===== src/rtl/branch_resolve_unit_pkg.sv =====
// riscv_pkg: control-transfer kinds, branch funct3 codes and halt FSM states for branch_resolve_unit.
package riscv_pkg;
  typedef enum logic [1:0] {CT_NONE, CT_BRANCH, CT_JAL, CT_JALR} ctrl_transfer_e;
  typedef enum logic [1:0] {RUN, DRAIN, HALTED} halt_state_e;
  localparam logic [2:0] F3_BEQ  = 3'b000;
  localparam logic [2:0] F3_BNE  = 3'b001;
  localparam logic [2:0] F3_BLT  = 3'b100;
  localparam logic [2:0] F3_BGE  = 3'b101;
  localparam logic [2:0] F3_BLTU = 3'b110;
  localparam logic [2:0] F3_BGEU = 3'b111;
endpackage


===== src/rtl/branch_resolve_unit_if.sv =====
// branch_resolve_unit_if: EX-side inputs and PC-redirect/hazard outputs; stats ports only with BRANCH_STATS_EN.
interface branch_resolve_unit_if #(
  parameter int PC_W = 32,
  parameter int DATA_W = 32
`ifdef BRANCH_STATS_EN
  , parameter int CNT_W = 16
`endif
);
  logic              ex_valid;
  logic [1:0]        ctrl_transfer;
  logic              halt;
  logic [2:0]        funct3;
  logic [PC_W-1:0]   pc;
  logic [PC_W-1:0]   imm;
  logic [DATA_W-1:0] rs1_data;
  logic [DATA_W-1:0] rs2_data;
  logic [PC_W-1:0]   link_addr;
  logic              redirect;
  logic [PC_W-1:0]   redirect_pc;
  logic              flush_if_id;
  logic              flush_id_ex;
  logic              flush_ex_mem;
  logic              stall_fetch;
  logic              halted;
`ifdef BRANCH_STATS_EN
  logic [CNT_W-1:0]  taken_cnt;
  logic [CNT_W-1:0]  jump_cnt;
`endif
  modport slave (
    input  ex_valid, ctrl_transfer, halt, funct3, pc, imm, rs1_data, rs2_data,
    output link_addr, redirect, redirect_pc, flush_if_id, flush_id_ex, flush_ex_mem,
           stall_fetch, halted
`ifdef BRANCH_STATS_EN
    , output taken_cnt, jump_cnt
`endif
  );
  modport master (
    output ex_valid, ctrl_transfer, halt, funct3, pc, imm, rs1_data, rs2_data,
    input  link_addr, redirect, redirect_pc, flush_if_id, flush_id_ex, flush_ex_mem,
           stall_fetch, halted
`ifdef BRANCH_STATS_EN
    , input taken_cnt, jump_cnt
`endif
  );
endinterface


===== src/rtl/branch_resolve_unit_cmp.sv =====
// branch_cmp: combinational branch condition; reserved funct3 codes never take.
module branch_cmp
  import riscv_pkg::*;
#(
  parameter int DATA_W = 32
) (
  input  logic [2:0]        funct3_i,
  input  logic [DATA_W-1:0] rs1_i,
  input  logic [DATA_W-1:0] rs2_i,
  output logic              take_o
);
  logic eq, lt, ltu;
  always_comb begin
    eq  = rs1_i == rs2_i;
    lt  = $signed(rs1_i) < $signed(rs2_i);
    ltu = rs1_i < rs2_i;
    take_o = funct3_i == F3_BEQ  ? eq   :
             funct3_i == F3_BNE  ? ~eq  :
             funct3_i == F3_BLT  ? lt   :
             funct3_i == F3_BGE  ? ~lt  :
             funct3_i == F3_BLTU ? ltu  :
             funct3_i == F3_BGEU ? ~ltu : 1'b0;
  end
endmodule


===== src/rtl/branch_resolve_unit.sv =====
// branch_resolve_unit: EX branch/jump resolution, registered redirect+flush, HALT drain FSM.
// Define BRANCH_STATS_EN to add saturating taken_cnt/jump_cnt counters.
module branch_resolve_unit
  import riscv_pkg::*;
#(
  parameter int PC_W = 32,
  parameter int DATA_W = 32,
  parameter int DRAIN_CYCLES = 2
`ifdef BRANCH_STATS_EN
  , parameter int CNT_W = 16
`endif
) (
  input logic clk,
  input logic reset,
  branch_resolve_unit_if.slave bus
);
  localparam int DCW = DRAIN_CYCLES > 1 ? $clog2(DRAIN_CYCLES) : 1;
  localparam logic [DCW-1:0] DLAST = DCW'(DRAIN_CYCLES - 1);
  halt_state_e state_q, state_d;
  logic [DCW-1:0] cnt_q, cnt_d;
  logic redirect_q, flush_front_q, flush_ex_mem_q;
  logic [PC_W-1:0] redirect_pc_q, target;
  logic take, accept, halt_acc, taken, is_jump;
  ctrl_transfer_e ct;
  branch_cmp #(.DATA_W(DATA_W)) u_cmp (
    .funct3_i(bus.funct3),
    .rs1_i(bus.rs1_data),
    .rs2_i(bus.rs2_data),
    .take_o(take)
  );
  always_comb begin
    ct       = ctrl_transfer_e'(bus.ctrl_transfer);
    accept   = bus.ex_valid & ~redirect_q & (state_q == RUN);
    halt_acc = accept & bus.halt;
    is_jump  = (ct == CT_JAL) | (ct == CT_JALR);
    taken    = accept & ~bus.halt & (is_jump | ((ct == CT_BRANCH) & take));
    target   = ct == CT_JALR ? (PC_W'(bus.rs1_data) + bus.imm) & ~PC_W'(1) : bus.pc + bus.imm;
    state_d  = state_q == RUN   ? (halt_acc ? DRAIN : RUN) :
               state_q == DRAIN ? (cnt_q == DLAST ? HALTED : DRAIN) : HALTED;
    cnt_d    = state_q == DRAIN ? cnt_q + DCW'(1) : '0;
  end
  always_ff @(posedge clk) begin
    if (reset) begin
      state_q        <= RUN;
      cnt_q          <= '0;
      redirect_q     <= 1'b0;
      redirect_pc_q  <= '0;
      flush_front_q  <= 1'b0;
      flush_ex_mem_q <= 1'b0;
    end else begin
      state_q        <= state_d;
      cnt_q          <= cnt_d;
      redirect_q     <= taken;
      redirect_pc_q  <= taken ? target : redirect_pc_q;
      flush_front_q  <= taken | halt_acc;
      flush_ex_mem_q <= taken;
    end
  end
  assign bus.link_addr    = bus.pc + PC_W'(4);
  assign bus.redirect     = redirect_q;
  assign bus.redirect_pc  = redirect_pc_q;
  assign bus.flush_if_id  = flush_front_q;
  assign bus.flush_id_ex  = flush_front_q;
  assign bus.flush_ex_mem = flush_ex_mem_q;
  assign bus.stall_fetch  = state_q != RUN;
  assign bus.halted       = state_q == HALTED;
`ifdef BRANCH_STATS_EN
  logic [CNT_W-1:0] taken_cnt_q, jump_cnt_q;
  always_ff @(posedge clk) begin
    if (reset) begin
      taken_cnt_q <= '0;
      jump_cnt_q  <= '0;
    end else begin
      taken_cnt_q <= (taken & ~is_jump & ~&taken_cnt_q) ? taken_cnt_q + CNT_W'(1) : taken_cnt_q;
      jump_cnt_q  <= (taken & is_jump & ~&jump_cnt_q) ? jump_cnt_q + CNT_W'(1) : jump_cnt_q;
    end
  end
  assign bus.taken_cnt = taken_cnt_q;
  assign bus.jump_cnt  = jump_cnt_q;
`endif
endmodule


===== src/flat_wrapper.sv =====
// flat-port wrapper written by rule: the top's interface ports become plain ports
module branch_resolve_unit_flat import riscv_pkg::*;
#(
  parameter int PC_W = 32,
  parameter int DATA_W = 32,
  parameter int DRAIN_CYCLES = 2

)
  (clk, reset, bus_ex_valid, bus_ctrl_transfer, bus_halt, bus_funct3, bus_pc, bus_imm, bus_rs1_data, bus_rs2_data, bus_link_addr, bus_redirect, bus_redirect_pc, bus_flush_if_id, bus_flush_id_ex, bus_flush_ex_mem, bus_stall_fetch, bus_halted);
  branch_resolve_unit_if #(.PC_W(PC_W), .DATA_W(DATA_W)) bus_i ();
  input logic clk;
  input logic reset;
  input wire logic [$bits(bus_i.ex_valid)-1:0] bus_ex_valid;
  input wire logic [$bits(bus_i.ctrl_transfer)-1:0] bus_ctrl_transfer;
  input wire logic [$bits(bus_i.halt)-1:0] bus_halt;
  input wire logic [$bits(bus_i.funct3)-1:0] bus_funct3;
  input wire logic [$bits(bus_i.pc)-1:0] bus_pc;
  input wire logic [$bits(bus_i.imm)-1:0] bus_imm;
  input wire logic [$bits(bus_i.rs1_data)-1:0] bus_rs1_data;
  input wire logic [$bits(bus_i.rs2_data)-1:0] bus_rs2_data;
  output wire logic [$bits(bus_i.link_addr)-1:0] bus_link_addr;
  output wire logic [$bits(bus_i.redirect)-1:0] bus_redirect;
  output wire logic [$bits(bus_i.redirect_pc)-1:0] bus_redirect_pc;
  output wire logic [$bits(bus_i.flush_if_id)-1:0] bus_flush_if_id;
  output wire logic [$bits(bus_i.flush_id_ex)-1:0] bus_flush_id_ex;
  output wire logic [$bits(bus_i.flush_ex_mem)-1:0] bus_flush_ex_mem;
  output wire logic [$bits(bus_i.stall_fetch)-1:0] bus_stall_fetch;
  output wire logic [$bits(bus_i.halted)-1:0] bus_halted;
  assign bus_i.ex_valid = bus_ex_valid;
  assign bus_i.ctrl_transfer = bus_ctrl_transfer;
  assign bus_i.halt = bus_halt;
  assign bus_i.funct3 = bus_funct3;
  assign bus_i.pc = bus_pc;
  assign bus_i.imm = bus_imm;
  assign bus_i.rs1_data = bus_rs1_data;
  assign bus_i.rs2_data = bus_rs2_data;
  assign bus_link_addr = bus_i.link_addr;
  assign bus_redirect = bus_i.redirect;
  assign bus_redirect_pc = bus_i.redirect_pc;
  assign bus_flush_if_id = bus_i.flush_if_id;
  assign bus_flush_id_ex = bus_i.flush_id_ex;
  assign bus_flush_ex_mem = bus_i.flush_ex_mem;
  assign bus_stall_fetch = bus_i.stall_fetch;
  assign bus_halted = bus_i.halted;
  branch_resolve_unit #(.PC_W(PC_W), .DATA_W(DATA_W), .DRAIN_CYCLES(DRAIN_CYCLES)) u_core (.clk(clk), .reset(reset), .bus(bus_i));
endmodule

===== config.mk =====
export PLATFORM = sky130hd
export DESIGN_NAME = branch_resolve_unit_flat
export DESIGN_NICKNAME = d
export VERILOG_FILES = /design/src/rtl/branch_resolve_unit_pkg.sv /design/src/rtl/branch_resolve_unit_if.sv /design/src/rtl/branch_resolve_unit_cmp.sv /design/src/rtl/branch_resolve_unit.sv /design/src/flat_wrapper.sv
export SDC_FILE = /design/constraint.sdc
export NUM_CORES = 1
export LEC_CHECK = 0
export CAP_MARGIN = 10
export CORE_MARGIN = 3
export CORE_UTILIZATION = 40
export CTS_CLUSTER_DIAMETER = 100
export DETAILED_ROUTE_END_ITERATION = 8
export PLACE_DENSITY = 0.75
export SETUP_SLACK_MARGIN = 0.4
export SLEW_MARGIN = 20
export SYNTH_ARGS = -nofsm -noshare
export SYNTH_HDL_FRONTEND = slang
export SYNTH_HIERARCHICAL = 1
export SYNTH_SLANG_ARGS = --single-unit

===== constraint.sdc =====
create_clock -name clk -period 5.05 [get_ports clk]
set_input_delay 1.515 -clock clk [delete_from_list [all_inputs] [get_ports clk]]
set_output_delay 1.515 -clock clk [all_outputs]
set_load 0.02 [all_outputs]

=== Word-level counts from Yosys, hierarchy flattened ===
Cells that the tools add are included.

* $lt $le $gt $ge: 2
* $add $sub $neg: 4
* Reduce and logical (&&, ||, !) cells: 4
* Equality and inequality tests: 11
* Div/mod/pow operators: 0
* Multiply operators: 0
* Bitwise logic cells: 15
* Shift operators: 0
* Mux-type cells: 11

{| class="wikitable"
|+ Operators with widths
! kind !! count
|-
| 32-bit adder || 2
|-
| 32-bit < comparator || 2
|-
| 32-bit by 3-bit adder with 32-bit output, second input constant || 1
|-
| 32-bit == test || 1
|-
| 32-bit two-way mux || 1
|-
| 3-bit == test, second input constant || 4
|-
| 1-bit two-way mux || 7
|-
| 1-bit bitwise AND || 6
|-
| 2-bit == test, second input constant || 3
|-
| 2-bit two-way mux || 3
|-
| 1-bit inverter || 6
|-
| 2-bit by 1-bit == test with 1-bit output, second input constant || 2
|-
| 3-bit by 1-bit == test with 1-bit output, second input constant || 1
|-
| 3-bit logical NOT || 1
|-
| 1-bit OR || 3
|-
| 2-bit logical NOT || 1
|-
| 2-bit nonzero test || 1
|-
| 2-bit OR reduction || 1
|-
| 1-bit adder, second input constant || 1
|}

* Register bits after elaboration: 37
* Bits of input ports: 137
* Bits in writable memories: 0
* Output and inout port bits: 70
* Latch bits: 0
* Memories: 0
* Word-level logic and storage cells: 52
* ROM bits: 0

=== Logic depth before layout (Yosys ltp) ===
* Word-level depth: 12
* Mapped depth: 15
* Depth with buffers taken out: 13

=== Cells and area by module ===
Netlist, hierarchy kept.

{| class="wikitable"
|+ Modules (own cells, without submodules)
! module !! area an instance (sq um) !! sequential area each (sq um) !! cells each !! instances
|-
| branch_resolve_unit || 5291.3 || 740.7 || 718 || 1
|-
| branch_cmp || 880.8 || 0.0 || 122 || 1
|}

=== Least setup slack after synthesis ===
OpenSTA, ideal clock, no wires.

* Kind: in2out
* Start point: input bus_pc[6]
* End point: output bus_link_addr[27]
* Slack: 0.492 ns
* Required time: 3.535 ns
* Buffers on the path: 0
* Arrival time: 3.043 ns
* Cell stages on the path: 7
* Cells stage by stage: nand3_1 -> nor2_1 -> inv_1 -> nor3_1 -> nand3_1 -> nor2_1 -> xor2_1

* Longest elaborated chain between the ends: 1

{| class="wikitable"
|+ RTL lines
! item !! line !! source
|-
| start, declared || flat_wrapper.sv:17 || <nowiki>input wire logic [$bits(bus_i.pc)-1:0] bus_pc;</nowiki>
|-
| 32-bit by 3-bit adder with 32-bit output || branch_resolve_unit.sv:59 || <nowiki>assign bus.link_addr = bus.pc + PC_W'(4);</nowiki>
|-
| end, declared || flat_wrapper.sv:21 || <nowiki>output wire logic [$bits(bus_i.link_addr)-1:0] bus_link_addr;</nowiki>
|}

Every way passes these cells.

=== Worst setup path in the final report ===
* Start point: input bus_pc[11]
* End point: output bus_link_addr[30]

The elaborated chain is that of the path after synthesis.

==> flow_summary.json <==
{
  "outcome": "finished clean",
  "max_freq_ghz": 0.2154,
  "antenna_found_initial": 0,
  "synth_edf_count": 0,
  "whs_endpoint": "u_core/cnt_q",
  "mostFrequentLayoutCells": "160 x clkdlybuf4s50_1, 89 x buf_4, 85 x ha_1, 72 x nand2_1, 72 x a21oi_1",
  "critPathMostFrequentCell": "buf_4",
  "min_period_ps": 4642,
  "drcViolationCount": 0,
  "dp_hpwl_um": 18470,
  "r2r_start": "u_core/state_q[1]",
  "netlist_instances": 840,
  "hold_depth": 1,
  "worst_pin_slew_ps": 1061,
  "syn_area_um2": 6172,
  "ys_seq_area_share_pct": 12.00,
  "synthArstFlopShare_pct": 0,
  "grt_max_degree": 31,
  "r2r_slack_ps": 2890,
  "crit_path_top_delay_cell": "nor4_4",
  "drv_slew": 0,
  "clock_latency_ps": 280,
  "die_w_um": 130.2,
  "ff2ff_path_depth": 6,
  "clockBufferDepth": 2,
  "cp_data_required_time_ps": 3540,
  "drt_iter0_drc": 489,
  "min_from": "u_core/cnt_q",
  "finalNetCount": 1345,
  "powerDensity_nw_per_um2": 176.4,
  "holdCritPathClass": "reg -> reg",
  "wl_um": 22320,
  "drive_above_1_share_pct": 17.61,
  "cap_violations": 0,
  "synthSimpleGateAreaFrac_pct": 22.81,
  "relSlewSlack_pct": 29.07,
  "synth-compound-area-share_pct": 28.42,
  "setup_viol": 0,
  "final_antenna_net_count": 0,
  "clk_pin_slew_ps": 60,
  "grt-ovfl-total": 0,
  "num_rows": 44,
  "ctsHoldBuffers": 0,
  "cp.arrival_ps": 3130,
  "synth_top_family_by_area": "compound AO/OA/AOI/OAI gates",
  "cts_max_level": 2,
  "dpl_worst_slack_ps": -536.5,
  "ys_types": 72,
  "wl_per_cell_um": 17.21,
  "synthAdderAreaFrac_pct": 19.70,
  "muxShareOfSynthArea_pct": 0.3243,
  "r2r_end": "u_core/bus.redirect_pc[25]",
  "cts_inserted_buffers": 5,
  "root_buffer": "clkbuf_16",
  "areaGrowthSynthToFinish_pct": 54.75,
  "cts_sinks": 37,
  "final_common_cell": "clkdlybuf4s50_1",
  "die_h_um": 130.2,
  "critical-path-max-stage-delay_ps": 240,
  "crit_fanout": 3,
  "grt_pass1_vias": 6941,
  "port_buffers": 206,
  "syn-num-nets": 1073,
  "vias": 7308,
  "crit_path_cell_trace": "dlygate4sd2_1, nand4_1, buf_4, nor4_4, buf_4, and3_4, nand2_1, xnor2_1, buf_4",
  "grt_pass1_wl_um": 34370,
  "ys_ff_latch": 37,
  "fin_crit_sh_pct": 91.93,
  "coreArea_um2": 14810,
  "synth_warnings": 6,
  "start_util_pct": 41.68,
  "finalSetupTns_ps": 0,
  "grtUsageTotal_pct": 24.72,
  "gp_congestion": 0.8984,
  "path_class": "in -> out",
  "vias_per_cell": 5.635,
  "cts_tree": "done",
  "io_pins": 207,
  "diodes": 0,
  "synthXorXnorAreaFrac_pct": 11.64,
  "die_area_um2": 16960,
  "rsz0062_at_grt": "yes",
  "worst_slack_ps": 407.7,
  "end_kind": "primary output",
  "p_leak_nw": 4.100,
  "finalHoldViolCount": 0,
  "avgSynthCellArea_um2": 7.348,
  "synth_ff_type": "dfxtp_1",
  "dr.pass1.iters": 5,
  "ir_drop_uv": 129.0,
  "setup.worst_path.start_class": "input pin",
  "fin_skew_ps": 4.414
}
[synth_stat cells (5+ instances only)]
cell | n | area (µm²)
a211oi_1 | 20 | 150.1
xnor2_1 | 53 | 464.2
a21o_1 | 27 | 202.7
nand2_1 | 73 | 274.0
o21ai_1 | 9 | 45.04
and3_1 | 11 | 68.82
o21ai_2 | 5 | 43.79
nor2_1 | 75 | 281.5
inv_1 | 46 | 172.7
o21a_1 | 5 | 37.54
buf_2 | 9 | 45.04
ha_1 | 94 | 1176
o21ai_0 | 33 | 165.2
a31oi_1 | 12 | 75.07
a21oi_1 | 78 | 390.4
xor2_1 | 29 | 254.0
nand3_1 | 34 | 170.2
nand4_1 | 19 | 118.9
nand2b_1 | 6 | 37.54
o21bai_1 | 9 | 67.56
a311oi_1 | 10 | 87.58
nor2b_1 | 5 | 31.28
and2_1 | 7 | 43.79
clkbuf_1 | 18 | 67.56
dfxtp_1 | 37 | 740.7
o211ai_1 | 7 | 52.55
nor3b_1 | 6 | 45.04
nor3_1 | 25 | 125.1
[cell type report]
class | count | area, µm²
Fill cell | 1314 | 5258
Tap cell | 184 | 230.2
Multi-Input combinational cell | 726 | 5519
Clock buffer | 5 | 125.1
Timing Repair Buffer | 296 | 2699
Inverter | 46 | 172.7
Clock inverter | 3 | 65.06
Sequential cell | 37 | 740.7
[power breakdown]
part | internal [W] | switching, W | total (W)
clock | 0.000282 | 0.000117 | 0.000398
sequential | 0.000312 | 0.0000108 | 0.000323
combinational | 0.000455 | 0.000508 | 0.000963
total | 0.00105 | 0.000636 | 0.00168
[sequential cells by signal (all words and copies together), names as in the netlist]
signal	flops
u_core/bus.redirect_pc	32
u_core/state_q	2
u_core/bus.flush_ex_mem	1
u_core/bus.flush_id_ex	1
u_core/cnt_q	1
[worst max-delay path, delay by kind of cell]
kind	cells	cell delay, ps
AND/OR/NAND/NOR	4	690
buffers and inverters	4	760
XOR/XNOR	1	170
[kinds of logic after synthesis]
| kind of cell | after synthesis |
|---|---|
| AOI/OAI and AO/OA | 258 |
| xor gates and xnor gates | 82 |
| adders and majority gates | 96 |
| buffers and inverters | 77 |
| DFF | 37 |
| muxes | 2 |
| and+or+nand+nor | 288 |
[how the worst max path moves through the flow]
stage,start,to,cells after the start
2_1_floorplan,bus_pc[6],bus_link_addr[27],7
3_3_place_gp,bus_pc[2],bus_link_addr[31],10
3_5_place_dp,bus_pc[2],bus_link_addr[25],10
4_1_cts,bus_pc[14],bus_link_addr[25],9
5_1_grt,bus_pc[0],u_core/bus.redirect_pc[24],12
6_report,bus_pc[11],bus_link_addr[30],9
[through the flow]
stage                     hold WS [ps]  utilization [%]  cells  cell area (µm²)   power, W
after global routing             444.5            64.50   1297             9552   0.001789
after CTS                        433.1            62.23   1294             9216   0.001635
after detailed placement         424.2            60.55   1281             8967   0.001238
final                            431.4            64.50   1297             9552   0.001685
after global placement           418.6            60.55   1281             8967   0.001229
after floorplan                  404.2                -    840             6172  0.0008625
[routing by layer]
metal  track usage [%]  part of all wire (%)
met5                 0                     0
met4             6.112                   2.5
met3             2.006                   6.1
met2             40.37                    47
met1             35.18                    45
[repair_timing]
action | 4_1_cts | 5_1_grt
gates resized for setup | 133 | 70
pin swaps | 18 | 25
hold endpoints to repair | 0 | 0
cloned | 0 | 0
setup buffers | 5 | 3
setup endpoints to repair | 37 | 37
Power figures use the tool's default switching activity.
